File: src/rtl/shift_seq_ctrl_if.sv
// Handshake bundle for shift_seq_ctrl: request channel (valid/ready plus operands)
// and result channel (valid/ready plus shifted value).
interface shift_seq_ctrl_if #(
  parameter int unsigned XLEN = 32
);
  localparam int unsigned SHW = $clog2(XLEN);

  logic            i_valid;
  logic            o_ready;
  logic [1:0]      i_op;
  logic [XLEN-1:0] i_rs;
  logic [SHW-1:0]  i_amount;
  logic            o_valid;
  logic            i_ready;
  logic [XLEN-1:0] o_result;
  logic            o_busy;

  modport master (
    output i_valid, i_op, i_rs, i_amount, i_ready,
    input  o_ready, o_valid, o_result, o_busy
  );

  modport slave (
    input  i_valid, i_op, i_rs, i_amount, i_ready,
    output o_ready, o_valid, o_result, o_busy
  );
endinterface

File: src/rtl/shift_seq_ctrl.sv
// Multi-cycle SLL/SRL/SRA sequencer: one shared shift stage applies 2^stage per cycle.
// Optional SHIFT_EARLY_EXIT_EN leaves SHIFT once the remaining amount bits are all zero.
module shift_seq_ctrl #(
  parameter int unsigned XLEN = 32
) (
  input  logic            i_clk,
  input  logic            i_reset,
  shift_seq_ctrl_if.slave bus
);
  localparam int unsigned    SHW   = $clog2(XLEN);
  localparam logic [SHW-1:0] One   = SHW'(1);
  localparam logic [SHW-1:0] Top   = SHW'(SHW - 1);
  localparam logic [1:0]     OpSll = 2'b00;
  localparam logic [1:0]     OpSra = 2'b10;

  typedef enum logic [1:0] {StIdle, StShift, StDone} state_e;

  state_e          state_q, state_d;
  logic [XLEN-1:0] work_q, work_d;
  logic [SHW-1:0]  amt_q, amt_d;
  logic [SHW-1:0]  stage_q, stage_d;
  logic [1:0]      op_q, op_d;
  logic            fill_q, fill_d;

  logic            accept;
  logic            last_stage;
  logic [SHW-1:0]  step;
  logic [XLEN-1:0] shifted;

  assign step = One << stage_q;

  // Right shifts bring in the fill bit by shifting the complement with zero fill.
  always_comb begin
    if (op_q == OpSll) begin
      shifted = work_q << step;
    end else if (fill_q) begin
      shifted = ~((~work_q) >> step);
    end else begin
      shifted = work_q >> step;
    end
  end

`ifdef SHIFT_EARLY_EXIT_EN
  logic [SHW-1:0] low_mask;
  assign low_mask   = step - One;
  assign last_stage = ((amt_q & low_mask) == '0);
`else
  assign last_stage = (stage_q == '0);
`endif

  always_comb begin
    state_d      = state_q;
    work_d       = work_q;
    amt_d        = amt_q;
    op_d         = op_q;
    fill_d       = fill_q;
    stage_d      = stage_q;
    accept       = 1'b0;
    bus.o_ready  = 1'b0;
    bus.o_valid  = 1'b0;
    bus.o_busy   = 1'b1;
    bus.o_result = '0;

    case (state_q)
      StIdle: begin
        bus.o_ready = 1'b1;
        bus.o_busy  = 1'b0;
        accept      = bus.i_valid;
      end
      StShift: begin
        if (amt_q[stage_q]) begin
          work_d = shifted;
        end
        stage_d = stage_q - One;
        if (last_stage) begin
          state_d = StDone;
        end
      end
      StDone: begin
        bus.o_valid  = 1'b1;
        bus.o_result = work_q;
        bus.o_ready  = bus.i_ready;
        accept       = bus.i_valid & bus.i_ready;
        if (bus.i_ready) begin
          state_d = StIdle;
        end
      end
      default: state_d = StIdle;
    endcase

    // A DONE-state hand-off overrides the return to IDLE.
    if (accept) begin
      work_d  = bus.i_rs;
      amt_d   = bus.i_amount;
      op_d    = bus.i_op;
      fill_d  = (bus.i_op == OpSra) & bus.i_rs[XLEN-1];
      stage_d = Top;
      state_d = StShift;
    end
  end

  always_ff @(posedge i_clk or posedge i_reset) begin
    if (i_reset) begin
      state_q <= StIdle;
      work_q  <= '0;
      amt_q   <= '0;
      op_q    <= '0;
      fill_q  <= 1'b0;
      stage_q <= '0;
    end else begin
      state_q <= state_d;
      work_q  <= work_d;
      amt_q   <= amt_d;
      op_q    <= op_d;
      fill_q  <= fill_d;
      stage_q <= stage_d;
    end
  end
endmodule

File: src/flat_wrapper.sv
// flat-port wrapper written by rule: the top's interface ports become plain ports
module shift_seq_ctrl_flat 
#(
  parameter int unsigned XLEN = 32
)
  (i_clk, i_reset, bus_i_valid, bus_i_op, bus_i_rs, bus_i_amount, bus_i_ready, bus_o_ready, bus_o_valid, bus_o_result, bus_o_busy);
  shift_seq_ctrl_if #(.XLEN(XLEN)) bus_i ();
  input  logic i_clk;
  input  logic i_reset;
  input wire logic [$bits(bus_i.i_valid)-1:0] bus_i_valid;
  input wire logic [$bits(bus_i.i_op)-1:0] bus_i_op;
  input wire logic [$bits(bus_i.i_rs)-1:0] bus_i_rs;
  input wire logic [$bits(bus_i.i_amount)-1:0] bus_i_amount;
  input wire logic [$bits(bus_i.i_ready)-1:0] bus_i_ready;
  output wire logic [$bits(bus_i.o_ready)-1:0] bus_o_ready;
  output wire logic [$bits(bus_i.o_valid)-1:0] bus_o_valid;
  output wire logic [$bits(bus_i.o_result)-1:0] bus_o_result;
  output wire logic [$bits(bus_i.o_busy)-1:0] bus_o_busy;
  assign bus_i.i_valid = bus_i_valid;
  assign bus_i.i_op = bus_i_op;
  assign bus_i.i_rs = bus_i_rs;
  assign bus_i.i_amount = bus_i_amount;
  assign bus_i.i_ready = bus_i_ready;
  assign bus_o_ready = bus_i.o_ready;
  assign bus_o_valid = bus_i.o_valid;
  assign bus_o_result = bus_i.o_result;
  assign bus_o_busy = bus_i.o_busy;
  shift_seq_ctrl #(.XLEN(XLEN)) u_core (.i_clk(i_clk), .i_reset(i_reset), .bus(bus_i));
endmodule
File: config.mk
export PLATFORM = sky130hd
export DESIGN_NAME = shift_seq_ctrl_flat
export DESIGN_NICKNAME = d
export VERILOG_FILES = /design/src/rtl/shift_seq_ctrl_if.sv /design/src/rtl/shift_seq_ctrl.sv /design/src/flat_wrapper.sv
export SDC_FILE = /design/constraint.sdc
export NUM_CORES = 1
export LEC_CHECK = 0
export BUFFER_PORTS_ARGS = -buffer_cell sky130_fd_sc_hd__buf_2
export CAP_MARGIN = 30
export CORE_ASPECT_RATIO = 1.25
export CORE_UTILIZATION = 50
export CTS_CLUSTER_DIAMETER = 80
export DETAILED_ROUTE_END_ITERATION = 10
export PLACE_DENSITY = 0.72
export SYNTH_ARGS = -nofsm -noshare
export SYNTH_HDL_FRONTEND = slang
export SYNTH_SLANG_ARGS = --single-unit
File: constraint.sdc
create_clock -name i_clk -period 2.3 [get_ports i_clk]
set_input_delay 0.23 -clock i_clk [delete_from_list [all_inputs] [get_ports i_clk]]
set_output_delay 0.23 -clock i_clk [all_outputs]
set_load 0.005 [all_outputs]
# After elaboration in Yosys (flattened, before gate mapping)
# Index checks and enable logic that the tools add are counted.
# Widths: inputs -> output; s select.
# totals
regBits	47
inputBits	43
out_inout_bits	35
word_cells	47
# op_classes
addsub	1
n_lt_le_gt_ge	1
n_eq_ne	6
shift	4
muxes	18
bitwise	4
reduce_logical	7
# op_table
cell	n
$mux 32	6
$not 32->32	2
$shr 32x5->32	2
$shl 32x5->32	1
$mux 5	2
$mux 2	3
$pmux 2 s3	1
$logic_not 5->1	1
$lt 5x4->1 const B	1
$shl 1x5->5 const A	1
$sub 5x1->5 const B	1
$eq 2x2->1 const B	2
$logic_not 2->1	2
$pmux 1 s2	2
$reduce_bool 2->1	2
$bmux 1 s3	1
$mux 1	3
$ne 3x1->1 const B	1
$ne 3x2->1 const B	1
$reduce_and 3->1	1
$and 1x1->1	2
$eq 2x1->1 const B	1
$ne 2x1->1 const B	1
$reduce_and 2->1	1

# Depth between registers and ports, before layout
# Gate-level depths: netlist (run 1).
# logic_depth
depth_word	8
depth_mapped	9
ltp_nobuf	6

# Worst setup path before layout (run 1)
# No wires, ideal clock.
# synth_timing
kind	reg-to-reg
startpoint	reg u_core.stage_q[3]
endpoint	reg u_core.work_q[18]
setup_ps	126
arrival_ps	1862
required_time_ps	2174
setup_slack_ps	312
stages_incl_launch_ff	8
path_buffers	2
period_less_slack_ps	1988
cell_sequence	dfrtp_1 > buf_6 > or4_4 > buf_6 > a21oi_4 > o221ai_1 > and3_1 > a221o_1
# synth_between
elab_chain_cells	8
word_cells_on_any_way	10
cone_classes	4 x shift; 5 x mux; 1 x bitwise
# synth_rtl
element	line	rtl
start: declaration	shift_seq_ctrl.sv:21	logic [SHW-1:0] stage_q, stage_d;
start signal: assignment	shift_seq_ctrl.sv:116	stage_q <= stage_d;
$shl 1x5->5 *	shift_seq_ctrl.sv:30	assign step = One << stage_q;
$shr 32x5->32	shift_seq_ctrl.sv:37	shifted = ~((~work_q) >> step);
$not 32->32	shift_seq_ctrl.sv:37	
$mux 32	shift_seq_ctrl.sv:36	end else if (fill_q) begin
$mux 32 *	shift_seq_ctrl.sv:34	if (op_q == OpSll) begin
$mux 32 *	shift_seq_ctrl.sv:71	if (amt_q[stage_q]) begin
$mux 32 *	shift_seq_ctrl.sv:64	case (state_q)
$mux 32 *	shift_seq_ctrl.sv:92	if (accept) begin
end signal: assignment	shift_seq_ctrl.sv:112	work_q <= work_d;
end: declaration	shift_seq_ctrl.sv:19	logic [XLEN-1:0] work_q, work_d;
# Every way passes the cells marked *; elsewhere a longest branch is shown, timed or not. The select of a mux whose other input is x is not followed.
# A chain may end at the register's enable or synchronous reset.

# Final worst setup path (run 1)
# layout_timing
startpoint	reg u_core.stage_q[3]
endpoint	reg u_core.work_q[29]
# Same word-level chain as after synthesis.

==> impl_metrics.ini, run 1 <==
[synth]
ys_seq_elements = 47
seq_area_frac_synth_pct = 22.5
synthArstFlopShare_pct = 100
ys.warnings.count = 0
synth_cell_type_count = 77
syn-num-nets = 732
syn_inst = 687
synth_edf_count = 0
synth_area_per_cell_um2 = 7.60
syn_area_um2 = 5220
yosys.area.top_type = dfrtp_1
synth.area.top_cells = dfrtp_1, a21oi_1, mux4_2, o21ai_0, nand2_1
yosysTopAreaCellShare_pct = 22.5
synth_top_flop_cell = dfrtp_1

[placement]
pre_cts_ws_ns = 0.00765
io_buffers = 77
gp_congestion = 1.06
hpwl_um = 18400
dpl-instance-area_um2 = 6270

[layout]
fin_area_um2 = 6560
n_fill_cell = 911
antenna_cells = 0
area_delta_synth_final_pct = 25.7
nets = 849
drive_gt1_share_pct = 31.9

[worst_setup_path]
start_kind = flop
crit_fanout = 5
crit_required_ns = 2.50
cp_data_arrival_time_ns = 2.50
critPathCaptureType = flop
worstSetupPathType = flop to flop

[clock_tree]
cts_tree = built
clkTransAtPathRegs_ns = 0.07
cts_root_buf = clkbuf_16
htree_levels = 2
numCtsBuffers = 5
clk_latency_ns = 0.31
cts_buffer_depth = 2
clock_sinks = 47

[routing]
vias_per_cell = 7.11
wl_per_cell_um = 27.0
first_iter_violations = 1189
firstDrtPassIters = 6
wirelength_um = 25200
vias = 6643
ant_nets = 0
drc = 0

[floorplanning]
dieArea_um2 = 10900
die_h_um = 116
die_x_um = 93.4
pin_count = 78
coreArea_um2 = 10100
rows = 41
initial_core_util_pct = 51.6

[sta]
clock.fmax_mhz = 436
slew_headroom_pct = 57.7
finClkSkew_ns = 0.00986
holdWs_ns = 0.117
setup_viol = 0
tightest_slew_ns = 0.632
post-route-period-util_pct = 99.7
grt_setup_unrepaired = yes
fin_ws_ns = 0.00645
min_period_ns = 2.29
hold_viol = 0
report.final.slew_viol_count = 0

[run]
drv_cap = 0

[global_route]
antenna_found_initial = 0
grt_max_degree = 42
grt_pass1_vias = 6234
grt_usage_pct = 47.1
grt_pass1_wl_um = 37600
overflow = 0

[pwr]
power_density_nw_per_um2 = 1880
power.leakage_nw = 2.82
peakVddDrop_uv = 1330

[outcome]
outcome = finished clean

[worst_hold_path]
hold_path.class = input pin to flop
## layout make-up
class,instances,area (um^2),area share [%]
Clock buffer,5,125,1.91
Multi-Input combinational cell,549,3680,56.1
Tap cell,129,161,2.46
Clock inverter,3,47.5,0.725
Inverter,7,30.0,0.458
Sequential cell,47,1180,18.0
Timing Repair Buffer,194,1330,20.3
## routing by layer
| metal | track usage [%] | wire, um |
|---|---|---|
| met4 | 32.7 | 2240 |
| met5 | 0 | 0 |
| met2 | 72.5 | 11000 |
| met3 | 12.2 | 3180 |
| met1 | 57.8 | 8790 |
## state kept, by name, indices dropped and copies added (netlist names), named ones only
| register | count |
|---|---|
| u_core.work_q | 30 |
| u_core.stage_q | 5 |
| u_core.amt_q | 5 |
| u_core.op_q | 2 |
| u_core.fill_q | 1 |
| u_core.state_q | 2 |
## kinds of logic (layout without fill, tap and decap cells)
kind of cell,count (synthesis),count (layout),synth area share [%]
flops,47,47,22.5
mux,44,44,11.8
fa+ha+maj,2,2,0.479
xor+xnor,4,4,0.671
buf+inv,91,209,8.03
compound gates,246,246,31.7
simple gates,253,253,24.8
## synth_stat cells, drive strengths merged, types with 8 or more instances
cell and count:
clkbuf 46, mux2 9, nor3 19, a21oi 62, a31oi 8, nand3 17, buf 38, o22ai 17
dfrtp 47, o21ai 59, a22oi 9, a221oi 12, a211oi 16, and2 35, nor2 59, mux4 13
or3 9, mux2i 22, nor2b 12, nand2 69
## critical path, cell delays in order (launching register included)
cell and delay (ns):
dfrtp_2 0.45, buf_4 0.17, or4_4 0.60, o21ai_4 0.28, buf_4 0.18, a21oi_1 0.08, o21ai_0 0.09, o21ai_0 0.11
o21ai_0 0.23
## final timing paths
check                           slack (ns)  depth (start not counted)                          start                            end
worst min register to register        0.49                          2    u_core.amt_q[1]$_DFFE_PP0P_    u_core.amt_q[1]$_DFFE_PP0P_
worst max register to register       0.006                          8  u_core.stage_q[3]$_DFFE_PP0P_  u_core.work_q[29]$_DFFE_PP0P_
max in group asynchronous             1.24                          4                        i_reset  u_core.work_q[10]$_DFFE_PP0P_
worst max-delay path                 0.006                          8  u_core.stage_q[3]$_DFFE_PP0P_  u_core.work_q[29]$_DFFE_PP0P_
worst min-delay path                  0.12                          3                bus_i_amount[2]    u_core.amt_q[2]$_DFFE_PP0P_
min in group asynchronous             0.49                          3                        i_reset  u_core.work_q[12]$_DFFE_PP0P_
## cell usage in the layout (no fill, tap or decap), types with 5 or more instances in the layout
master,Yosys,final
buf_4,7,108
buf_2,28,78
nand2_1,69,68
a21oi_1,59,57
nor2_1,58,56
o21ai_0,55,54
dfrtp_1,47,44
and2_1,34,35
mux2i_1,22,22
nor3_1,18,18
o22ai_1,17,17
nand3_1,17,17
a211oi_1,16,16
mux4_2,13,13
a221oi_1,12,11
nor2b_1,12,10
or3_1,9,9
a22oi_1,9,9
mux2_2,9,9
nand2b_1,7,7
o221ai_1,7,7
a31oi_1,8,7
o211ai_1,6,6
inv_1,7,5
o31ai_1,5,5
a221o_1,5,5
clkbuf_16,0,5
buf_12,0,5
## per-stage QoR
stage	utilization, %	instances	power, mW	setup TNS (ns)
2_1_floorplan	-	687	7.18	0
3_3_place_gp	62.1	919	10.7	0
3_5_place_dp	62.1	919	10.8	0
4_1_cts	63.9	928	11.7	0
5_1_grt	64.9	934	12.8	-0.0636
6_report	64.9	934	12.4	0
## report_power, final
group | total (mW) | switching (mW) | internal (mW)
Sequential | 2.13 | 0.885 | 1.24
Clock | 0.911 | 0.390 | 0.521
Combinational | 9.31 | 5.40 | 3.91
## what timing repair did
item                                    CTS  global route
buffers inserted                          0             6
hold buffers                              1             0
pin swaps                                 1             2
endpoints found under the setup margin    1            22
endpoints found under the hold margin    17             0
gates resized for setup                   0            16
Power figures use the tool's default switching activity.
==> run 2: changes to the inputs <==
PLACE_DENSITY = 0.71   (was 0.72)
RECOVER_POWER = 100   (was not set)
==> run 2 against run 1 <==
Hold slack improved by 0.0070 ns. Sequential share of layout area increased by 0.059 points. Register-to-register slack improved by 0.02 ns. Worst setup slack improved by 0.016 ns. Clock power decreased by 16%. Total power decreased by 0.64%. Sequential power increased by 7%. Sequential cell count unchanged. Combinational power decreased by 0.9%. Critical path type unchanged.
==> impl_metrics.ini, run 2 (synthesis gave the netlist of run 1 again) <==
[worst_hold_path]
hold_path.class = input pin to flop
hold_end = u_core.amt_q[1]$_DFFE_PP0P_
min_path_cells = 3
min_from = bus_i_amount[1]

[placement]
dp_cells = 911
hpwl_um = 18100
pre_cts_ws_ns = -0.115
dpl-instance-area_um2 = 6250
gp_congestion = 1.09
io_buffers = 77

[sta]
clock.fmax_mhz = 439
setup_viol = 0
tightest_slew_ns = 1.02
fin_ws_ns = 0.0224
grt_setup_unrepaired = yes
slew_headroom_pct = 31.9
report.final.slew_viol_count = 0
min_period_ns = 2.28
holdWs_ns = 0.124
finalSetupTns_ns = 0
finClkSkew_ns = 0.0115
post-route-period-util_pct = 99.0
hold_viol = 0

[floorplanning]
initial_core_util_pct = 51.6
die_x_um = 93.4
die_h_um = 116
pin_count = 78
coreArea_um2 = 10100
rows = 41
dieArea_um2 = 10900

[routing]
wl_per_cell_um = 26.8
first_iter_violations = 976
drc = 0
firstDrtPassIters = 5
ant_nets = 0
vias = 6527
vias_per_cell = 7.04
wirelength_um = 24900

[worst_setup_path]
critPathCaptureType = flop
r2r_cells = 8
crit_fanout = 8
crit_required_ns = 2.47
rrSetupSlack_ns = 0.02
worstSetupPathType = flop to flop
start_kind = flop
reg2reg_from = u_core.stage_q[1]$_DFFE_PP0P_
r2r_end = u_core.work_q[26]$_DFFE_PP0P_
cp_data_arrival_time_ns = 2.45

[global_route]
grt_usage_pct = 46.0
grt_pass1_wl_um = 36700
overflow = 0
grt_max_degree = 50
antenna_found_initial = 0
grt_pass1_vias = 6086

[clock_tree]
clk_latency_ns = 0.30
cts_buffer_depth = 2
clock_sinks = 47
numCtsBuffers = 5
htree_levels = 2
clkTransAtPathRegs_ns = 0.07
cts_tree = built
cts_root_buf = clkbuf_16

[pwr]
power_density_nw_per_um2 = 1880
p_total_mw = 12.3
power.leakage_nw = 2.77
peakVddDrop_uv = 1150

[layout]
nets = 841
n_fill_cell = 940
final_util_pct = 64.7
multi_input_area_um2 = 3700
mostFrequentLayoutCells = buf_4, buf_2, nand2_1
area_delta_synth_final_pct = 25.3
layout_commonest_cell = buf_4
final_cells = 927
drive_gt1_share_pct = 30.4
fin_area_um2 = 6540
top_register = u_core.work_q
largest_register_ffs = 30
largest_registers = u_core.work_q (30), u_core.amt_q (5), u_core.stage_q (5)
seq_area_um2 = 1180

[outcome]
outcome = finished clean

[run]
drv_cap = 0
-- run 2: cell type report --
class,count,area share (%)
multi-input cells,549,56.6
repair buffers,186,20.2
flip-flops and latches,47,18.1
well taps,129,2.47
clock buffers,5,1.91
inverters,7,0.402
clock inverters,3,0.306
diodes,1,0.0383
-- run 2: power breakdown --
part           internal, mW  switching (mW)
clock                 0.403           0.367
combinational          3.98            5.25
sequential             1.24            1.03
-- run 2: timing repair --
item | in CTS | in global routing
pin swaps | 0 | 4
hold endpoints to repair | 20 | 0
setup endpoints to repair | 4 | 17
resized for setup | 1 | 19
hold buffers | 1 | 0
cloned | 0 | 1
buffers inserted | 0 | 5
-- run 2: layer usage --
metal | GRT usage (%) | share of wire [%] | vias up
li1 | - | - | 2789
met1 | 56.8 | 35 | 3014
met2 | 73.6 | 46 | 575
met3 | 9.77 | 12 | 149
met4 | 28.4 | 7.1 | 0
met5 | 0 | 0 | -
-- run 2: worst max path at each step --
stage                                        startpoint                       endpoint  slack (ns)  cells after the start
final                     u_core.stage_q[1]$_DFFE_PP0P_  u_core.work_q[26]$_DFFE_PP0P_        0.02                      8
after global routing      u_core.stage_q[1]$_DFFE_PP0P_  u_core.work_q[26]$_DFFE_PP0P_       -0.02                      8
after CTS                 u_core.stage_q[1]$_DFFE_PP0P_  u_core.work_q[26]$_DFFE_PP0P_       0.007                      8
after detailed placement  u_core.stage_q[0]$_DFFE_PP0P_  u_core.work_q[27]$_DFFE_PP0P_       -0.11                      9
after global placement    u_core.stage_q[0]$_DFFE_PP0P_  u_core.work_q[27]$_DFFE_PP0P_       -0.08                      9
after floorplan           u_core.stage_q[3]$_DFFE_PP0P_  u_core.work_q[18]$_DFFE_PP0P_        0.31                      7
-- run 2: critical path, stage by stage, from the launching register on --
cell and delay, ns:
dfrtp_2 0.48, buf_4 0.20, or3b_4 0.42, buf_4 0.16
a21oi_4 0.23, buf_4 0.18, a211oi_1 0.05, a311oi_1 0.31
o21ai_1 0.12
